### src/rtl/router_in_fifo.sv
// router_in_fifo: per-port input FIFO of the ring router.
// First-word-fall-through buffer of DEPTH flits; bit 0 of a flit is its
// valid bit, and invalid flits are never stored. Occupancy flags are pure
// decodes of the entry count.
// Optional macro ROUTER_FIFO_ERR_EN adds the sticky ovf/udf flags and the
// saturating drops counter; without it those outputs are tied low.
module router_in_fifo #(
  parameter int WIDTH = 16,
  parameter int DEPTH = 4,
  parameter int AW    = 2
) (
  input  logic             clk,
  input  logic             reset,
  input  logic             write,
  input  logic [WIDTH-1:0] dataIn,
  input  logic             read,
  output logic [WIDTH-1:0] dataOut,
  output logic             empty,
  output logic             almost_empty,
  output logic             full,
  output logic             almost_full,
  output logic [AW:0]      count,
  output logic             ovf,
  output logic             udf,
  output logic [7:0]       drops
);

  localparam logic [AW:0] FULL_CNT = (AW + 1)'(DEPTH);

  logic [WIDTH-1:0] mem [DEPTH];
  logic [AW-1:0]    wp;
  logic [AW-1:0]    rp;
  logic [AW:0]      cnt;
  logic             pushOk;
  logic             popOk;

  // A pop needs a stored flit; a push needs a valid flit and either a free
  // slot or a simultaneous pop that frees one.
  assign popOk  = read && (cnt != '0);
  assign pushOk = write && dataIn[0] && ((cnt != FULL_CNT) || popOk);

  // Flit storage is not reset; only the pointers and count decide what is live.
  always_ff @(posedge clk) begin
    if (pushOk) begin
      mem[wp] <= dataIn;
    end
  end

  // Pointer and occupancy bookkeeping.
  always_ff @(posedge clk or posedge reset) begin
    if (reset) begin
      wp  <= '0;
      rp  <= '0;
      cnt <= '0;
    end else begin
      if (pushOk) begin
        wp <= wp + 1'b1;
      end
      if (popOk) begin
        rp <= rp + 1'b1;
      end
      case ({pushOk, popOk})
        2'b10:   cnt <= cnt + 1'b1;
        2'b01:   cnt <= cnt - 1'b1;
        default: cnt <= cnt;
      endcase
    end
  end

  // Head flit is forced to zero when empty so the valid bit reads 0.
  assign dataOut      = (cnt != '0) ? mem[rp] : '0;
  assign count        = cnt;
  assign empty        = (cnt == '0);
  assign almost_empty = (cnt == (AW + 1)'(1));
  assign full         = (cnt == FULL_CNT);
  assign almost_full  = (cnt == FULL_CNT - 1'b1);

`ifdef ROUTER_FIFO_ERR_EN
  logic       ovfR;
  logic       udfR;
  logic [7:0] dropsR;
  logic       refused;

  function automatic logic [7:0] satInc(input logic [7:0] v);
    return (v == 8'hFF) ? v : v + 8'd1;
  endfunction

  // A valid flit offered while full with no pop alongside is a refused push.
  assign refused = write && dataIn[0] && (cnt == FULL_CNT) && !popOk;

  // Sticky error flags and the saturating drop counter; cleared only by reset.
  always_ff @(posedge clk or posedge reset) begin
    if (reset) begin
      ovfR   <= 1'b0;
      udfR   <= 1'b0;
      dropsR <= '0;
    end else begin
      if (refused) begin
        ovfR   <= 1'b1;
        dropsR <= satInc(dropsR);
      end
      if (read && (cnt == '0)) begin
        udfR <= 1'b1;
      end
    end
  end

  assign ovf   = ovfR;
  assign udf   = udfR;
  assign drops = dropsR;
`else
  assign ovf   = 1'b0;
  assign udf   = 1'b0;
  assign drops = '0;
`endif

endmodule

### config.mk
export PLATFORM = sky130hd
export DESIGN_NAME = router_in_fifo
export DESIGN_NICKNAME = d
export VERILOG_FILES = /design/src/rtl/router_in_fifo.sv
export SDC_FILE = /design/constraint.sdc
export NUM_CORES = 1
export LEC_CHECK = 0
export ABC_AREA = 1
export BUFFER_PORTS_ARGS = -buffer_cell sky130_fd_sc_hd__buf_2
export CAP_MARGIN = 10
export CORE_AREA = 2 2 92 94
export CTS_CLUSTER_SIZE = 28
export DETAILED_ROUTE_END_ITERATION = 12
export DIE_AREA = 0 0 94 96
export PLACE_DENSITY = 0.61
export SLEW_MARGIN = 20
export SYNTH_ARGS = -nofsm -noshare
export SYNTH_HDL_FRONTEND = slang
export SYNTH_SLANG_ARGS = --single-unit
### constraint.sdc
create_clock -name clk -period 2.05 [get_ports clk]
set_input_delay 0.1025 -clock clk [delete_from_list [all_inputs] [get_ports clk]]
set_output_delay 0.1025 -clock clk [all_outputs]
set_load 0.01 [all_outputs]
# Word-level counts from Yosys, hierarchy flattened
# Memories as Yosys holds them, arrays and structs flattened.
# Index checks and enable logic that the tools add are counted.
# totals
ff_bits	7
ram_bits	64
output_inout_bits	33
word_cells	25
mem_count	1
# op_classes
addsub	4
eq_ne	6
n_mux	4
reduce_logical	7
# mem_list
memory	depth	word_bits	read_ports	rd_clocked_by_memory_dff	write_ports	line_no	source
mem	4	16	1	0	1	30	logic [WIDTH-1:0] mem [DEPTH];
# op_table
operator	n
16-bit 2-to-1 mux	1
3-bit case mux with 2 select lines	1
2-bit by 1-bit adder with 2-bit output (second input constant)	2
3-bit by 1-bit adder with 3-bit output (second input constant)	1
3-bit by 1-bit == test with 1-bit output (second input constant)	1
3-bit by 2-bit == test with 1-bit output (second input constant)	1
3-bit == test (second input constant)	1
1-bit logical AND	3
3-bit logical NOT	1
3-bit != test (second input constant)	1
3-bit nonzero test	1
3-bit by 1-bit subtractor with 3-bit output (second input constant)	1
2-bit by 1-bit == test with 1-bit output (second input constant)	1
2-bit == test (second input constant)	1
1-bit 2-to-1 mux	2
2-bit nonzero test	1
1-bit logical OR	1

# Logic depth before layout (Yosys ltp)
# Gate-level depths: netlist (run 1).
# depth
depth_word	6
depth_mapped	9

# Least setup slack after synthesis (run 1)
# Ideal clock, no wire load.
# synth_path
path_type	reg-to-reg
start	register cnt[0] (netlist: count[0])
end	memory mem[0][0] (enable)
t_arrival_ps	1727
required_ps	1661
path_slack_ps	-66
stages_incl_launch_ff	6
n_path_buf	0
period_less_slack_ps	2116
path_cell_list	dfrtp_1 > inv_1 > ha_1 > nand2_1 > o21ai_4 > nor2_1
# synth_between
elab_chain_len	6
word_cells_on_any_way	7
classes_between	eq/ne (1); mux (2); reduce/logical (4)
# synth_lines
element	line_no	source
from (decl)	33	logic [AW:0] cnt;
from (signal assigned)	63	2'b10: cnt <= cnt + 1'b1;
from (signal assigned)	64	2'b01: cnt <= cnt - 1'b1;
from (signal assigned)	65	default: cnt <= cnt;
3-bit nonzero test	39	assign popOk = read && (cnt != '0);
1-bit logical AND	39	
1-bit logical OR (*)	40	assign pushOk = write && dataIn[0] && ((cnt != FULL_CNT) || popOk);
1-bit logical AND (*)	40	
1-bit 2-to-1 mux (*)	44	if (pushOk) begin
1-bit 2-to-1 mux (not written as such) (*)	45	mem[wp] <= dataIn;
to (decl)	30	
# Every way passes the cells marked *; elsewhere a longest branch is shown, timed or not.

# Final worst setup path (run 1)
# layout_path
start	register cnt[0] (netlist: count[0])
end	output port dataOut[5]
# layout_between
elab_chain_len	2
# layout_lines
element	line_no	source
3-bit nonzero test	71	assign dataOut = (cnt != '0) ? mem[rp] : '0;
16-bit 2-to-1 mux	71	
to (decl)	17	output logic [WIDTH-1:0] dataOut,
# Every way passes these cells.

==> flow_summary.toml, run 1 <==
[run_status]
status = "completed"

[clock_network]
clk_pin_slew_ps = 80
cts_tree = "built"
numCtsBuffers = 9
cts_root_buf = "clkbuf_8"
worstSkewPairLatency_ps = 340
cts_max_level = 3
clock_path_buffers = 2
clock-sinks = 71
cts_setup_buffers = 0

[worst_hold_path]
hp-class = "in -> reg"
holdCritStartpoint = "dataIn[2]"

[detailed_routing]
ant_nets = 0
wl_per_cell_um = 14.3
dr.pass1.iters = 4
drcViolationCount = 0
via_per_inst = 4.62
wl_mm = 6.38
vias = 2064
drt_iter0_drc = 153

[cells_and_area]
synthToLayoutAreaGrowth_pct = 21.4
fin_nets = 366
diodes = 0
layout_common_cells = "nor2_1, edfxtp_1, buf_2"
design_area_um2 = 3770
stdcell_count = 447
layout_commonest_cell = "nor2_1"
drive_above_1_share_pct = 23.4

[worst_setup_path]
crit_type = "reg -> out"
crit_cells = 7
critPathArrivalTime_ps = 1830
endpoint = "dataOut[5]"
cp_slowest_cell = "dfrtp_1"
worstPathCellList = "inv_1 > ha_1 > buf_4 > nand2_4 > inv_2 > a21oi_1 > buf_2"
worstRegToRegCells = 6
critical_path_buf_inv_count = 4
max_stage_delay_ps = 410
timing.critical_path.from = "count[0]"
start_kind = "flip-flop"
cp.required_ps = 1950
ff2ff_setup_slack_ps = 220
crit_family = "buffers and inverters"
r2r-start = "count[0]"
reg2reg_to = "mem[1][10]"
cp-end-kind = "output pin"
cp_max_fo = 17

[floorplan]
dieHeight_um = 96
start_util_pct = 38.6
core_um2 = 8050
io_pins = 53
die_w_um = 94
fp-row-count = 33
dieArea_um2 = 9020

[power]
vdd_drop_max_v = 0.000500
power.total_mw = 5.01
power_leakage_nw = 1.51
powerDensity_nw_per_um2 = 1330

[global_routing]
grt_max_degree = 34
grt_first_pass_wirelength_mm = 9.94
antenna_found_initial = 0
grt_usage_pct = 15.1
overflow = 0
grt_pass1_vias = 1996

[logic_synthesis]
yosys_register_bits = 71
syn-cell-area_um2 = 3110
yosysWarnings = 0
synth.distinct_cells = 23
synth_area_per_cell_um2 = 11.5
ys_seq_area_share_pct = 67.5
syn_inst = 270

[placed_design]
hpwlAfterDp_mm = 4.23
place.gp.congestion = 0.786
port_buffers = 42
dpl-instance-area_um2 = 3420
dp_cells = 416

[timing]
period_minus_slack_ps = 1940
hold_viol = 0
tightest_slew_ps = 535
finalSetupViolCount = 0
relSlewSlack_pct = 64.3
fin_setup_tns_ps = 0
final.period_utilization_pct = 94.4
skew_ps = 6.77
final_max_slew_viol_count = 0
fmax_mhz = 517

[job]
cap_viol_max_count = 0
[per-layer routing]
layer / GRT usage, % / part of all wire [%] / vias up
met5: 0 / 0 / -
met4: 7.25 / 1.3 / 0
met3: 3.29 / 4.4 / 7
met2: 22.4 / 46 / 56
met1: 21.1 / 48 / 972
li1: - / - / 1029
[synthesized netlist by cell type]
master / n / area share [%]
nand4_1: 1 / 0.20
o21ai_0: 28 / 4.5
nor2_1: 72 / 8.7
buf_2: 2 / 0.32
conb_1: 1 / 0.12
dfrtp_1: 7 / 5.6
buf_6: 1 / 0.36
inv_1: 15 / 1.8
xor2_1: 2 / 0.56
nand3_2: 1 / 0.32
or2_0: 1 / 0.20
nand2_4: 1 / 0.36
nor2_2: 1 / 0.20
ha_1: 9 / 3.6
o21ai_1: 4 / 0.64
clkbuf_2: 3 / 0.48
a21oi_1: 18 / 2.9
o21ai_4: 1 / 0.52
edfxtp_1: 64 / 62
nand3_1: 6 / 0.97
buf_4: 15 / 3.6
nand2_1: 13 / 1.6
inv_2: 4 / 0.48
[area by class of cell]
type	instances	area, µm²
Clock inverter	6	61.3
Multi-Input combinational cell	168	837
Fill cell	756	4280
Tap cell	105	131
Timing Repair Buffer	68	443
Clock buffer	10	128
Inverter	19	71.3
Sequential cell	71	2100
[registers in the layout, summed over array words and instances (netlist names)]
name   count
mem       64
count      3
rp         2
wp         2
[report_power, final]
group	leakage, nW	switching (mW)	total, mW	internal, mW
clock	0.0859	0.527	1.08	0.556
sequential	0.663	0.142	1.93	1.79
combinational	0.759	1.26	2.00	0.739
total	1.51	1.93	5.01	3.08
[worst min path at each step]
| stage | depth (start not counted) | endpoint | slack [ps] |
|---|---|---|---|
| 3_3_place_gp | 2 | count[1] | 50 |
| 3_5_place_dp | 2 | count[1] | 60 |
| 2_1_floorplan | 1 | count[0] | -90 |
| 6_report | 1 | mem[1][2] | 20 |
| 5_1_grt | 1 | mem[1][2] | 1 |
| 4_1_cts | 1 | mem[3][6] | 0.3 |
[stage by stage]
| stage | worst slack (ps) | hold WS [ps] | util [%] |
|---|---|---|---|
| after floorplan | -65.7 | -94.1 | - |
| after global placement | 64.1 | 49.7 | 42.4 |
| after detailed placement | -20.2 | 57.0 | 42.4 |
| after CTS | 132 | 0.321 | 46.4 |
| after global routing | -0.354 | 1.35 | 46.9 |
| final | 115 | 18.8 | 46.9 |
[cell families (layout without fill, tap and decap cells)]
| kind of cell | Yosys count | count (layout) | share of synthesized area [%] |
|---|---|---|---|
| AND/OR/NAND/NOR | 96 | 96 | 12.5 |
| flip-flops | 71 | 71 | 67.5 |
| AO/OA/AOI/OAI | 51 | 51 | 8.58 |
| buffers and inverters | 40 | 103 | 7.09 |
| adder cells (fa/ha/maj) | 9 | 9 | 3.62 |
| XOR/XNOR | 2 | 2 | 0.564 |
| other | 1 | 10 | 0.121 |
[timing repair]
action	in CTS	in global routing
hold buffers	13	2
setup endpoints to repair	26	4
resized for setup	2	4
hold endpoints to repair	55	2
Power figures use the tool's default switching activity.
==> run 2, diff against run 1 <==
PLACE_DENSITY = default   (was 0.61)
==> flow_summary.toml, run 2 (synthesis results as in run 1) <==
[timing]
fin_setup_tns_ps = 0
hold_viol = 0
period_minus_slack_ps = 1860
finalSetupViolCount = 0
skew_ps = 8.01
final_max_slew_viol_count = 0
setup_ws_ps = 188
fmax_mhz = 537
rsz0062_at_grt = "false"
final.period_utilization_pct = 90.8

[global_routing]
grt_first_pass_wirelength_mm = 9.52
grt_usage_pct = 14.4
antenna_found_initial = 0
overflow = 0
grt_max_degree = 34
grt_pass1_vias = 1956

[cells_and_area]
drive_above_1_share_pct = 21.5
synthToLayoutAreaGrowth_pct = 20.1
fin_nets = 364
largest_register = "mem"
layout_common_cells = "nor2_1, edfxtp_1, buf_2"
diodes = 0
largest_reg_flops = 64
stdcell_count = 445
layout_commonest_cell = "nor2_1"
postLayoutCoreUtil_pct = 46.3

[floorplan]
fp-row-count = 33
io_pins = 53
start_util_pct = 38.6
dieArea_um2 = 9020
dieHeight_um = 96
core_um2 = 8050
die_w_um = 94

[worst_setup_path]
start_kind = "flip-flop"
max_stage_delay_ps = 590
crit_type = "reg -> out"
ff2ff_setup_slack_ps = 270
critPathArrivalTime_ps = 1760
worstRegToRegCells = 6
cp_slowest_cell = "dfrtp_2"
endpoint = "dataOut[13]"
reg2reg_to = "mem[1][14]"
cp_max_fo = 18
timing.critical_path.from = "rp[1]"
worstPathCellList = "inv_2 > nor2_1 > o21ai_0 > a21oi_1 > buf_2"
r2r-start = "count[0]"
cp.required_ps = 1950
cp-end-kind = "output pin"

[placed_design]
preCtsSetupSlack_ps = 258
port_buffers = 42
place.gp.congestion = 0.776
dp_cells = 412
hpwlAfterDp_mm = 3.86

[clock_network]
clock_path_buffers = 2
clk_pin_slew_ps = 70
numCtsBuffers = 9
cts_max_level = 3
cts_root_buf = "clkbuf_8"
worstSkewPairLatency_ps = 350
cts_tree = "built"
clock-sinks = 71
cts_setup_buffers = 0

[detailed_routing]
drcViolationCount = 0
ant_nets = 0
wl_mm = 6.05
via_per_inst = 4.63
dr.pass1.iters = 4
drt_iter0_drc = 89
wl_per_cell_um = 13.6
vias = 2059

[power]
power_leakage_nw = 1.49
powerDensity_nw_per_um2 = 1280
vdd_drop_max_v = 0.000505
power.total_mw = 4.79

[job]
cap_viol_max_count = 0

[worst_hold_path]
hp-class = "in -> reg"
holdCritStartpoint = "read"

[run_status]
status = "completed"
-- run 2: cell types whose count changed in the layout (fill, tap and decap cells not counted), moves of 2 or more --
cell / delta
a21oi_1: +3
dfrtp_2: +2
a21oi_2: -3
dlygate4sd3_1: +2
buf_4: -5
-- run 2: where the power goes --
part	switching [mW]	internal, mW	leakage, nW
combinational	1.18	0.704	0.748
sequential	0.169	1.79	0.662
clock	0.517	0.432	0.0797
-- run 2: layout make-up --
type / count / area (µm²)
clock buffer: 10 / 128
clock inverter: 6 / 37.5
fill: 746 / 4320
inverter: 19 / 73.8
multi-input combinational: 168 / 823
sequential: 71 / 2100
tap: 105 / 131
timing repair buffer: 66 / 437
-- run 2: how the worst min path moves through the flow --
stage / endpoint / slack, ps / cells past startpoint
after floorplan: count[0] / -90 / 1
after global placement: count[1] / 50 / 2
after detailed placement: count[1] / 50 / 2
after CTS: rp[0] / 160 / 5
after global routing: wp[0] / 200 / 3
final: rp[0] / 180 / 5
-- run 2: routing by layer --
metal  GRT usage, %  part of all wire, %  up-vias
met5              0                    0        -
met3           3.92                  4.2       15
li1               -                    -     1026
met1           17.1                   44      969
met4           9.30                  3.0        0
met2           23.2                   49       49
-- run 2: critical path: cells and delay by family, from the launching register on --
| family | cells | cell delay, ps |
|---|---|---|
| AND/OR/NAND/NOR | 1 | 150 |
| AO/OA/AOI/OAI | 2 | 270 |
| flip-flops | 1 | 590 |
| buffers and inverters | 2 | 400 |
-- run 2: through the flow --
step                hold slack, ps  instance area (µm²)
detailed placement            51.3                 3390
floorplan                    -94.1                 3140
global route                   197                 3730
finish                         175                 3730
CTS                            160                 3720
global placement              49.3                 3390
-- run 2: repair_timing --
action | in CTS | in global routing
hold buffers | 17 | 0
endpoints found under the setup margin | 16 | 13
resized for setup | 1 | 4
hold endpoints to repair | 71 | 0
==> run 3, diff against run 2 <==
CORE_AREA = 2 2 105 107   (was 2 2 92 94)
DIE_AREA = 0 0 107 109   (was 0 0 94 96)
==> flow_summary.toml, run 3 (synthesis results as in run 1) <==
[cells_and_area]
fillers = 1030
synthToLayoutAreaGrowth_pct = 24.2
fin_nets = 369
diodes = 0
multi_input_area_um2 = 833
ff_latch_area_um2 = 2100
layout_common_cells = "nor2_1, edfxtp_1, buf_2"
largest_reg_flops = 64
largest_register = "mem"
layout_commonest_cell = "nor2_1"
drive_above_1_share_pct = 23.3

[floorplan]
dieArea_um2 = 11700
die_w_um = 107
fp-row-count = 38
dieHeight_um = 109
start_util_pct = 29.3
core_um2 = 10600
io_pins = 53

[timing]
hold_ws_ps = 23.2
final_max_slew_viol_count = 0
fmax_mhz = 531
final.period_utilization_pct = 91.8
skew_ps = 7.88
period_minus_slack_ps = 1880
hold_viol = 0
finalSetupViolCount = 0
setup_ws_ps = 168
rsz0062_at_grt = "false"
tightest_slew_ps = 875
relSlewSlack_pct = 41.6

[clock_network]
numCtsBuffers = 9
worstSkewPairLatency_ps = 340
clock_path_buffers = 2
clk_pin_slew_ps = 70
cts_setup_buffers = 0
cts_max_level = 3
clock-sinks = 71
cts_tree = "built"
cts_root_buf = "clkbuf_8"

[global_routing]
antenna_found_initial = 0
grt_max_degree = 34
grt_first_pass_wirelength_mm = 10.5
grt_usage_pct = 12.0
overflow = 0
grt_pass1_vias = 2197

[run_status]
status = "completed"

[detailed_routing]
via_per_inst = 4.23
top_layer = "met4"
vias = 2046
wl_met1_mm = 2.75
wl_met3_um = 294
drt_iter0_drc = 116
wl_mm = 6.30
wl_per_cell_um = 13.0
drcViolationCount = 0
dr.pass1.iters = 4
route.met2.wl_mm = 3.20
ant_nets = 0

[power]
power_leakage_nw = 1.54
powerDensity_nw_per_um2 = 1330
vdd_drop_max_v = 0.000543

[worst_setup_path]
crit_type = "reg -> reg"
cp_max_fo = 16
ff2ff_setup_slack_ps = 170
start_kind = "flip-flop"
endpoint = "mem[0][15]"
cp-end-kind = "flip-flop"
critPathArrivalTime_ps = 1840
reg2reg_to = "mem[0][15]"
timing.critical_path.from = "count[0]"
cp.required_ps = 2010
worstRegToRegCells = 5
r2r-start = "count[0]"

[placed_design]
preCtsSetupSlack_ps = 79.6
hpwlAfterDp_mm = 4.16
place.gp.congestion = 0.824
port_buffers = 42

[worst_hold_path]
hp-class = "in -> reg"
whs_path_depth = 1

[job]
cap_viol_max_count = 0
run 3: metal layers:
layer | GRT usage [%] | up-vias
met5 | 0 | -
met4 | 3.90 | 0
met3 | 4.06 | 7
met2 | 21.1 | 46
met1 | 13.8 | 962
li1 | - | 1031
run 3: where the power goes:
group          leakage, nW  total (mW)  internal [mW]  switching, mW
Combinational        0.768        2.07          0.781           1.29
Sequential           0.663        1.92           1.79          0.125
Clock                0.107        1.17          0.676          0.489
Total                 1.54        5.15           3.25           1.90
run 3: how the worst min path moves through the flow:
| stage | startpoint | endpoint | slack (ps) |
|---|---|---|---|
| after floorplan | reset | count[0] | -90 |
| after global placement | reset | count[0] | 50 |
| after detailed placement | reset | count[0] | 50 |
| after CTS | dataIn[0] | mem[3][0] | 10 |
| after global routing | dataIn[0] | mem[3][0] | 10 |
| final | dataIn[0] | mem[0][0] | 20 |
run 3: layout make-up:
| class | count | share of cell area, % |
|---|---|---|
| Multi-Input combinational cell | 168 | 21.6 |
| Tap cell | 140 | 4.54 |
| Clock inverter | 6 | 2.24 |
| Inverter | 19 | 1.85 |
| Sequential cell | 71 | 54.4 |
| Timing Repair Buffer | 71 | 12.1 |
| Clock buffer | 9 | 3.21 |
run 3: worst max-delay path, cell delays in order, from the launching register on:
cell     delay [ps]
dfrtp_1         340
inv_1            60
ha_1            210
nand2_1         130
o21ai_4          90
nor2_2          670
run 3: metrics by stage:
stage | TNS, ps | instance area, µm² | total power, mW | instances | util (%)
3_3_place_gp | -6080 | 3470 | 3.98 | 453 | 32.8
2_1_floorplan | -4210 | 3140 | 3.29 | 279 | -
4_1_cts | 0 | 3850 | 5.22 | 484 | 36.3
6_report | 0 | 3860 | 5.15 | 484 | 36.4
3_5_place_dp | 0 | 3480 | 4.02 | 453 | 32.8
5_1_grt | 0 | 3860 | 5.56 | 484 | 36.4
run 3: what timing repair did:
| item | 4_1_cts | 5_1_grt |
|---|---|---|
| hold buffers | 16 | 0 |
| endpoints found under the setup margin | 16 | 17 |
| resized for setup | 1 | 2 |
| endpoints found under the hold margin | 67 | 0 |
